--- src/rtl/fpu_add_ctrl_pkg.sv ---
// Shared constants for the FP adder phase controller:
// state codes and end-to-end latencies.
package fpu_add_ctrl_pkg;

    localparam int ST_W = 4;

    localparam logic [ST_W-1:0] ST_IDLE     = 4'd0;
    localparam logic [ST_W-1:0] ST_LOAD_OPS = 4'd1;
    localparam logic [ST_W-1:0] ST_EXP_CMP  = 4'd2;
    localparam logic [ST_W-1:0] ST_ALIGN    = 4'd3;
    localparam logic [ST_W-1:0] ST_ADD      = 4'd4;
    localparam logic [ST_W-1:0] ST_NORM     = 4'd5;
    localparam logic [ST_W-1:0] ST_ROUND_A  = 4'd6;
    localparam logic [ST_W-1:0] ST_ROUND_B  = 4'd7;
    localparam logic [ST_W-1:0] ST_CHECK    = 4'd8;
    localparam logic [ST_W-1:0] ST_RENORM   = 4'd9;
    localparam logic [ST_W-1:0] ST_FINAL    = 4'd10;
    localparam logic [ST_W-1:0] ST_DONE     = 4'd11;

    localparam int LAT_NORMAL = 10;
    localparam int LAT_RENORM = 11;
    localparam int LAT_ZERO   = 6;

    typedef enum logic [ST_W-1:0] {
        IDLE     = ST_IDLE,
        LOAD_OPS = ST_LOAD_OPS,
        EXP_CMP  = ST_EXP_CMP,
        ALIGN    = ST_ALIGN,
        ADD      = ST_ADD,
        NORM     = ST_NORM,
        ROUND_A  = ST_ROUND_A,
        ROUND_B  = ST_ROUND_B,
        CHECK    = ST_CHECK,
        RENORM   = ST_RENORM,
        FINAL    = ST_FINAL,
        DONE     = ST_DONE
    } state_t;

endpackage

--- src/rtl/fpu_add_phase_ctrl.sv ---
// Moore sequencer for the FP add/sub datapath phases.
// Strobes are registered from the next state so they are glitch-free.
module fpu_add_phase_ctrl
    import fpu_add_ctrl_pkg::*;
#(
    parameter bit EN_ZERO_SKIP = 1'b1,
    parameter bit EN_RENORM    = 1'b1
) (
    input  logic clk,
    input  logic rst,
    input  logic beg_fsm,
    input  logic ack_fsm,
    input  logic zero_res_i,
    input  logic round_ovf_i,
    output logic load_op_o,
    output logic load_exp_o,
    output logic load_shft_o,
    output logic load_add_o,
    output logic load_norm_o,
    output logic ctrl_a_o,
    output logic ctrl_b_o,
    output logic shft_r_o,
    output logic load_final_o,
    output logic zero_sel_o,
    output logic busy_o,
    output logic ready_o
);

    state_t state;
    state_t nxt;
    logic   skip;

    assign skip = EN_ZERO_SKIP && zero_res_i;

    always_comb begin
        nxt = state;
        case (state)
            IDLE:     if (beg_fsm) nxt = LOAD_OPS;
            LOAD_OPS: nxt = EXP_CMP;
            EXP_CMP:  nxt = ALIGN;
            ALIGN:    nxt = ADD;
            ADD:      nxt = skip ? FINAL : NORM;
            NORM:     nxt = ROUND_A;
            ROUND_A:  nxt = ROUND_B;
            ROUND_B:  nxt = CHECK;
            CHECK: begin
                if (EN_RENORM && round_ovf_i) nxt = RENORM;
                else                          nxt = FINAL;
            end
            RENORM:   nxt = FINAL;
            FINAL:    nxt = DONE;
            DONE:     if (ack_fsm) nxt = IDLE;
            default:  nxt = IDLE;
        endcase
    end

    always_ff @(posedge clk or negedge rst) begin
        if (!rst) begin
            state        <= IDLE;
            load_op_o    <= 1'b0;
            load_exp_o   <= 1'b0;
            load_shft_o  <= 1'b0;
            load_add_o   <= 1'b0;
            load_norm_o  <= 1'b0;
            ctrl_a_o     <= 1'b0;
            ctrl_b_o     <= 1'b0;
            shft_r_o     <= 1'b0;
            load_final_o <= 1'b0;
            zero_sel_o   <= 1'b0;
            busy_o       <= 1'b0;
            ready_o      <= 1'b0;
        end else begin
            state        <= nxt;
            load_op_o    <= (nxt == LOAD_OPS);
            load_exp_o   <= (nxt == EXP_CMP);
            load_shft_o  <= (nxt == ALIGN);
            load_add_o   <= (nxt == ADD);
            load_norm_o  <= (nxt == NORM);
            ctrl_a_o     <= (nxt == ROUND_A);
            ctrl_b_o     <= (nxt == ROUND_B);
            shft_r_o     <= (nxt == RENORM);
            load_final_o <= (nxt == FINAL);
            busy_o       <= (nxt != IDLE);
            ready_o      <= (nxt == DONE);
            // Zero flag lives from the skip edge until the op retires.
            if (nxt == IDLE)
                zero_sel_o <= 1'b0;
            else if (state == ADD && nxt == FINAL)
                zero_sel_o <= 1'b1;
        end
    end

endmodule

--- config.mk ---
export PLATFORM = sky130hd
export DESIGN_NAME = fpu_add_phase_ctrl
export DESIGN_NICKNAME = d
export VERILOG_FILES = /design/src/rtl/fpu_add_ctrl_pkg.sv /design/src/rtl/fpu_add_phase_ctrl.sv
export SDC_FILE = /design/constraint.sdc
export NUM_CORES = 1
export LEC_CHECK = 0
export BUFFER_PORTS_ARGS = -buffer_cell sky130_fd_sc_hd__buf_2
export CAP_MARGIN = 15
export CORE_UTILIZATION = 49
export DETAILED_ROUTE_END_ITERATION = 10
export GPL_TIMING_DRIVEN = 0
export PLACE_DENSITY = 0.72
export SLEW_MARGIN = 15
export SYNTH_ARGS = -nofsm -noshare
export SYNTH_HDL_FRONTEND = slang
export SYNTH_SLANG_ARGS = --single-unit
--- constraint.sdc ---
create_clock -name clk -period 1.86 [get_ports clk]
set_input_delay 0.279 -clock clk [delete_from_list [all_inputs] [get_ports clk]]
set_output_delay 0.279 -clock clk [all_outputs]
set_load 0.05 [all_outputs]
======== After elaboration in Yosys (flattened, before gate mapping) ========
Cells that the tools add are included.
cells by class
  mux-type cells .......................... 7
  eq/ne operators ......................... 21
  reductions and logical operators ........ 5
operator list
  cell                                                                    number
  4-bit case mux with 12 select lines                                     1
  4-bit by 3-bit equality test with 1-bit output (second input constant)  8
  4-bit equality test (second input constant)                             7
  4-bit by 2-bit equality test with 1-bit output (second input constant)  4
  4-bit two-way mux                                                       3
  4-bit by 1-bit equality test with 1-bit output (second input constant)  2
  4-bit logical NOT                                                       2
  4-bit nonzero test                                                      1
  1-bit two-way mux                                                       2
  2-bit two-way mux                                                       1
  2-bit nonzero test                                                      1
  1-bit logical AND                                                       1
storage, ports and cells
  input bits .............................. 6
  flip-flop bits (word level) ............. 16

======== Depth between registers and ports, before layout ========
Gate-level depths: netlist (run 1).
  word-level depth ........................ 6
  mapped depth ............................ 5

======== Worst setup path before layout (run 1) ========
No wires, ideal clock.
  path type ............................... register -> register
  from .................................... register state[2]
  to ...................................... register state[1]
  arrival time ............................ 1172 ps
  period minus slack after synthesis ...... 1304 ps
  setup slack ............................. 556 ps
  setup time .............................. 131 ps
  required time ........................... 1729 ps
  cell stages (with the launch flop) ...... 4
  cell sequence ........................... dfrtp_1 -> buf_4 -> o311a_1 -> or3_1
between the ends
  cells in the longest elaborated chain, start to end .. 2
RTL lines
  item                                         RTL line                  text
  from (decl)                                  fpu_add_phase_ctrl.sv:29  state_t state;
  from (signal assigned)                       fpu_add_phase_ctrl.sv:73  state <= nxt;
  4-bit equality test (tied with other cells)  fpu_add_phase_ctrl.sv:37  case (state)
  4-bit case mux with 12 select lines (*)      fpu_add_phase_ctrl.sv:37
  via nxt[1]                                   fpu_add_phase_ctrl.sv:30  state_t nxt;
Mark *: on every way through the listed nets, which the timed path passes. The rest lies on a longest branch.
A chain may end at the register's enable or synchronous reset.

======== Worst setup path after layout (run 1) ========
Same ends and word-level chain as after synthesis.

==> results.yml, run 1 <==
cts:
  post_cts_hold_buffer_count: 1
  clk_path_buf_depth: 2
  cts.reportedPaths.clkPinSlew_ns: 0.09
  numClockSinks: 16
  numCtsBuffers: 3
  cts.repair.resized: 0
  clockRootBuffer: "sky130_fd_sc_hd__clkbuf_4"
  cts_tree: "done"
  postCtsSetupBuffers: 0
  clk-insertion-delay-late_ns: 0.28
  clock_h_tree_levels: 1
sta:
  final_critical_path_setup_slack_ns: 0.472
  final-setup-viol-count: 0
  max_slew.worst_pin.slew_ns: 0.334
  setup_tns_ns: 0
  final.min_clock_period_ns: 1.39
  fmax_ghz: 0.721
  hold_slack_ns: 0.242
  rsz_0062_raised_after_global_routing: "no"
  slew_headroom: 0.775
  slew_viol_final: 0
  clock-skew-final_ns: 0.00436
  final-hold-violation-count: 0
  fin_crit_sh: 0.746
grt:
  grt_antenna_before_repair: 0
  grt.busiest_layer: "met2"
  met1_usage: 0.259
  groute.layer.met3.usage: 0.0909
  gr-total-overflow: 0
  first_pass_grt_wire_length_mm: 2.06
  grt_max_degree: 17
  grt.total_usage: 0.202
  groute.layer.met2.usage: 0.295
  first_global_vias: 476
detailed_routing:
  routed_wirelength_mm: 1.27
  drt_iter0_markers: 12
  overall_via_count_from_detail_route: 528
  drt_pass1_iterations: 4
  remaining_drc_errors: 0
  wl_per_cell_um: 12.4
  via_per_inst: 5.18
  drtAntennaViolNets: 0
worst_setup_path:
  critical_path_required_ns: 2.03
  timing.setup.critical_path_class: "reg -> reg"
  reg2reg_depth: 3
  kind_of_start_point_of_the_critical_path: "flop"
  critical_path.reg2reg.endpoint: "state[1]"
  timing.rr.start: "state[2]"
  r2r_setup_slack_ns: 0.47
  crit_slowest_cell: "sky130_fd_sc_hd__dfrtp_1"
  cp_peak_stage_delay_ns: 0.41
  path_cells: "buf_4, o311a_1, or3_1"
  critPathCaptureType: "flop"
  crit_arrival_ns: 1.56
  cp_max_fo: 10
die:
  fp-row-count: 13
  die_area_um2: 1580
  die_y_um: 39.8
  core_area_um2: 1320
  fp.dieW_um: 39.8
  initial_core_util: 0.531
  boundaryPins: 18
synthesis:
  area_fraction_in_and_or_nand_and_nor_cells_after_synthesis: 0.229
  post_synth_mux_area_share: 0.0143
  synth_area_leaders: "sky130_fd_sc_hd__dfrtp_1, sky130_fd_sc_hd__and3_1, sky130_fd_sc_hd__nand2b_1"
  netlist_area_um2: 699
  yosys.area_share.xor_xnor: 0.0125
  yosys_register_bits: 16
  synth_edf_count: 0
  yosysSeqAreaShare: 0.572
  synth_area_in_compound_gates: 0.118
  post_synth_inst_count: 65
  synth_area_leader_cell: "sky130_fd_sc_hd__dfrtp_1"
  synth_top_family_by_area: "simple AND/OR/NAND/NOR gates"
  async_reset_ff_frac: 1.00
  syn-num-nets: 71
  synth.top_cell.area_share: 0.572
  synth_adder_area_share: 0
  syn-mean-instance-area_um2: 10.8
  synthFlopType: "sky130_fd_sc_hd__dfrtp_1"
  synth_cell_type_count: 26
  ys.warnings.count: 0
final_layout:
  number_of_diodes: 0
  flow.area_growth_from_synthesis_pct: 21.5
  final_layout_size_suffix_gt1_frac: 0.310
  layout.filler_cells: 114
  design.final.nets: 94
min_path:
  hold-path-endpoint: "load_op_o"
  hold_path_class: "in -> reg"
  hold_path_depth: 2
  hold_start: "beg_fsm"
power_and_ir_drop:
  power.leakage_nw: 0.454
  power_density_nw_per_um2: 1840
  pwr_total_mw: 1.57
  worst_ir_drop_vdd_mv: 0.900
run_status:
  run_status: "completed"
placed_design:
  pre_cts_slack_ns: 0.475
  dp_hpwl_um: 907
  port-buffer-count: 17
  finalWeightedCongestion: 0.844
job:
  drv.max_cap_violation_count: 0
-- critical path: cells and delay by family (launching register included) --
family	cells	cell delay (ns)
flops	1	0.41
compound gates	1	0.37
buf+inv	1	0.18
simple gates	1	0.31
-- registers in the layout, summed over array words and instances (netlist names) --
| name | flops |
|---|---|
| state | 4 |
| busy_o | 1 |
| ctrl_a_o | 1 |
| load_shft_o | 1 |
| load_norm_o | 1 |
| ready_o | 1 |
| ctrl_b_o | 1 |
| load_exp_o | 1 |
| load_add_o | 1 |
| shft_r_o | 1 |
| load_final_o | 1 |
| zero_sel_o | 1 |
| load_op_o | 1 |
-- cell families (layout without fill, tap and decap cells) --
logic type	after synthesis	in the layout
AO/OA/AOI/OAI	11	11
XOR/XNOR	1	1
buffers and inverters	8	30
flip-flops	16	16
multiplexers	1	1
AND/OR/NAND/NOR	28	28
-- cell usage after synthesis (2+ instances only) --
| library cell | n |
|---|---|
| sky130_fd_sc_hd__dfrtp_1 | 16 |
| sky130_fd_sc_hd__nor2_1 | 6 |
| sky130_fd_sc_hd__and3_1 | 4 |
| sky130_fd_sc_hd__inv_1 | 4 |
| sky130_fd_sc_hd__nand2b_1 | 4 |
| sky130_fd_sc_hd__a21oi_1 | 3 |
| sky130_fd_sc_hd__buf_2 | 3 |
| sky130_fd_sc_hd__nor2b_1 | 3 |
| sky130_fd_sc_hd__nor3_1 | 3 |
| sky130_fd_sc_hd__a31oi_1 | 2 |
| sky130_fd_sc_hd__and2_1 | 2 |
-- power by group --
part	switching (mW)	total, mW	leakage [nW]	internal [mW]
combinational	0.587	0.851	0.223	0.264
sequential	0.0357	0.493	0.210	0.457
clock	0.102	0.221	0.0210	0.119
total	0.725	1.57	0.454	0.841
-- metal layers --
| metal | share of wire | routed length [um] |
|---|---|---|
| met5 | 0 | 0 |
| met4 | 0.016 | 20 |
| met3 | 0.066 | 83 |
| met2 | 0.45 | 569 |
| met1 | 0.47 | 591 |
-- how the worst max path moves through the flow --
stage | from | endpoint | depth (start not counted)
floorplan | state[2] | state[1] | 3
global placement | state[2] | state[1] | 3
detailed placement | state[2] | state[1] | 3
CTS | state[2] | state[1] | 3
global route | state[2] | zero_sel_o | 4
finish | state[2] | state[1] | 3
-- area by class of cell --
type                    count  area, um^2  area share
flip-flops and latches     16         400       0.471
inverters                   4        15.0      0.0177
well taps                  15        18.8      0.0221
plain buffers               4        22.5      0.0265
repair buffers             18        95.1       0.112
clock buffers               4        36.3      0.0427
multi-input cells          41         262       0.308
-- placed cells by master, fill, tap and decap left out, types with 2 or more instances in the layout --
cell type and instances:
sky130_fd_sc_hd__dfrtp_1 16, sky130_fd_sc_hd__clkbuf_4 3, sky130_fd_sc_hd__a31oi_1 2, sky130_fd_sc_hd__a21oi_1 3, sky130_fd_sc_hd__nor2b_1 3, sky130_fd_sc_hd__nor3_1 3, sky130_fd_sc_hd__and2_1 2, sky130_fd_sc_hd__buf_2 20
sky130_fd_sc_hd__and3_1 4, sky130_fd_sc_hd__inv_1 4, sky130_fd_sc_hd__nor2_1 6, sky130_fd_sc_hd__nand2b_1 4
-- per-stage QoR --
stage	util	instance area, um^2	instances
2_1_floorplan	-	699	65
3_3_place_gp	0.610	803	97
3_5_place_dp	0.610	803	97
4_1_cts	0.645	850	102
5_1_grt	0.645	850	102
6_report	0.645	850	102
Power figures use the tool's default switching activity.
==> run 2, diff against run 1 <==
==> constraint.sdc (replaced) <==
create_clock -name clk -period 1.4 [get_ports clk]
set_input_delay 0.21 -clock clk [delete_from_list [all_inputs] [get_ports clk]]
set_output_delay 0.21 -clock clk [all_outputs]
set_load 0.05 [all_outputs]
==> results.yml, run 2 (synthesized netlist as in run 1, its figures left out) <==
grt:
  grt_max_degree: 17
  grt_antenna_before_repair: 0
  first_pass_grt_wire_length_mm: 2.06
  grt.total_usage: 0.202
  first_global_vias: 476
  gr-total-overflow: 0
run_status:
  run_status: "completed"
worst_setup_path:
  reg2reg_depth: 3
  critPathCaptureType: "flop"
  timing.rr.start: "state[2]"
  critical_path_required_ns: 1.57
  r2r_setup_slack_ns: 0.03
  cp_max_fo: 7
  kind_of_start_point_of_the_critical_path: "flop"
  timing.setup.critical_path_class: "reg -> reg"
  critical_path.reg2reg.endpoint: "state[1]"
  crit_arrival_ns: 1.54
die:
  core_area_um2: 1320
  initial_core_util: 0.531
  die_area_um2: 1580
  fp-row-count: 13
  boundaryPins: 18
  die_y_um: 39.8
  fp.dieW_um: 39.8
final_layout:
  design.final.nets: 95
  most-common-layout-cells: "sky130_fd_sc_hd__buf_2, sky130_fd_sc_hd__dfrtp_1"
  flow.area_growth_from_synthesis_pct: 26.7
  layout.filler_cells: 108
  fin_util: 0.672
  final_cell_count_no_fill: 103
  number_of_diodes: 0
  regMostFlops: "state"
  final_layout_size_suffix_gt1_frac: 0.375
  largest_register_ff_count: 4
  regArea_um2: 400
  multi_input_gate_area_um2: 287
  design_area_um2: 886
  final_common_cell: "sky130_fd_sc_hd__buf_2"
sta:
  final.min_clock_period_ns: 1.37
  rsz_0062_raised_after_global_routing: "yes"
  slew_headroom: 0.775
  fin_crit_sh: 0.978
  fmax_ghz: 0.730
  final-hold-violation-count: 0
  final_critical_path_setup_slack_ns: 0.0302
  slew_viol_final: 0
  clock-skew-final_ns: 0.00579
  final-setup-viol-count: 0
  max_slew.worst_pin.slew_ns: 0.337
detailed_routing:
  routed_wirelength_mm: 1.33
  remaining_drc_errors: 0
  wl_per_cell_um: 12.9
  drtAntennaViolNets: 0
  overall_via_count_from_detail_route: 544
  drt_pass1_iterations: 4
  via_per_inst: 5.28
  drt_iter0_markers: 11
placed_design:
  port-buffer-count: 17
  pre_cts_slack_ns: 0.0145
  dp_hpwl_um: 907
  placedInstanceArea_um2: 803
  place.detailed.instances: 97
  finalWeightedCongestion: 0.844
job:
  drv.max_cap_violation_count: 0
cts:
  numClockSinks: 16
  clockRootBuffer: "sky130_fd_sc_hd__clkbuf_4"
  numCtsBuffers: 3
  clk_path_buf_depth: 2
  cts.reportedPaths.clkPinSlew_ns: 0.09
  cts_tree: "done"
  clk-insertion-delay-late_ns: 0.28
  clock_h_tree_levels: 1
power_and_ir_drop:
  power_density_nw_per_um2: 2460
  pwr_total_mw: 2.18
  worst_ir_drop_vdd_mv: 1.22
  power.leakage_nw: 0.463
min_path:
  hold_path_class: "in -> reg"
  hold-path-endpoint: "load_norm_o"
  hold_path_depth: 2
  hold_start: "zero_res_i"
run 2: how the worst max path moves through the flow:
stage,slack [ns],end,depth (start not counted),from
6_report,0.03,state[1],3,state[2]
5_1_grt,-0.02,zero_sel_o,5,state[3]
4_1_cts,0.004,state[1],3,state[2]
3_5_place_dp,0.01,state[1],3,state[2]
3_3_place_gp,0.003,state[1],3,state[2]
2_1_floorplan,0.1,state[1],3,state[2]
run 2: metrics by stage:
step	hold slack [ns]	setup TNS, ns
CTS	0.169	0
detailed placement	0.137	0
finish	0.184	0
global placement	0.133	0
global route	0.173	-0.0425
floorplan	-0.0856	0
run 2: layout make-up:
| cell class | instances | area share |
|---|---|---|
| tap | 15 | 0.0212 |
| buffer | 4 | 0.0297 |
| multi-input combinational | 41 | 0.323 |
| timing repair buffer | 19 | 0.116 |
| inverter | 4 | 0.0169 |
| clock buffer | 4 | 0.0410 |
| sequential | 16 | 0.452 |
run 2: timing repair:
action | in CTS | in global routing
endpoints found under the setup margin | 0 | 4
setup buffers | 0 | 1
hold buffers | 1 | 0
endpoints found under the hold margin | 16 | 0
resized for setup | 0 | 6
run 2: metal layers:
layer  vias up  global-route usage  share of wire
li1        270                   -              -
met1       249               0.259           0.43
met2        23               0.295           0.50
met3         2              0.0909          0.066
met4         0              0.0690         0.0045
met5         -                   0              0
run 2: power by group:
part	switching [mW]	total, mW	internal [mW]
registers	0.0507	0.658	0.607
logic	0.822	1.23	0.409
clock network	0.131	0.290	0.158
total	1.00	2.18	1.17
run 2: worst max-delay path, stage by stage (launching register included):
cell	delay [ns]
sky130_fd_sc_hd__dfrtp_1	0.42
sky130_fd_sc_hd__buf_6	0.15
sky130_fd_sc_hd__o311a_4	0.37
sky130_fd_sc_hd__or3_1	0.31
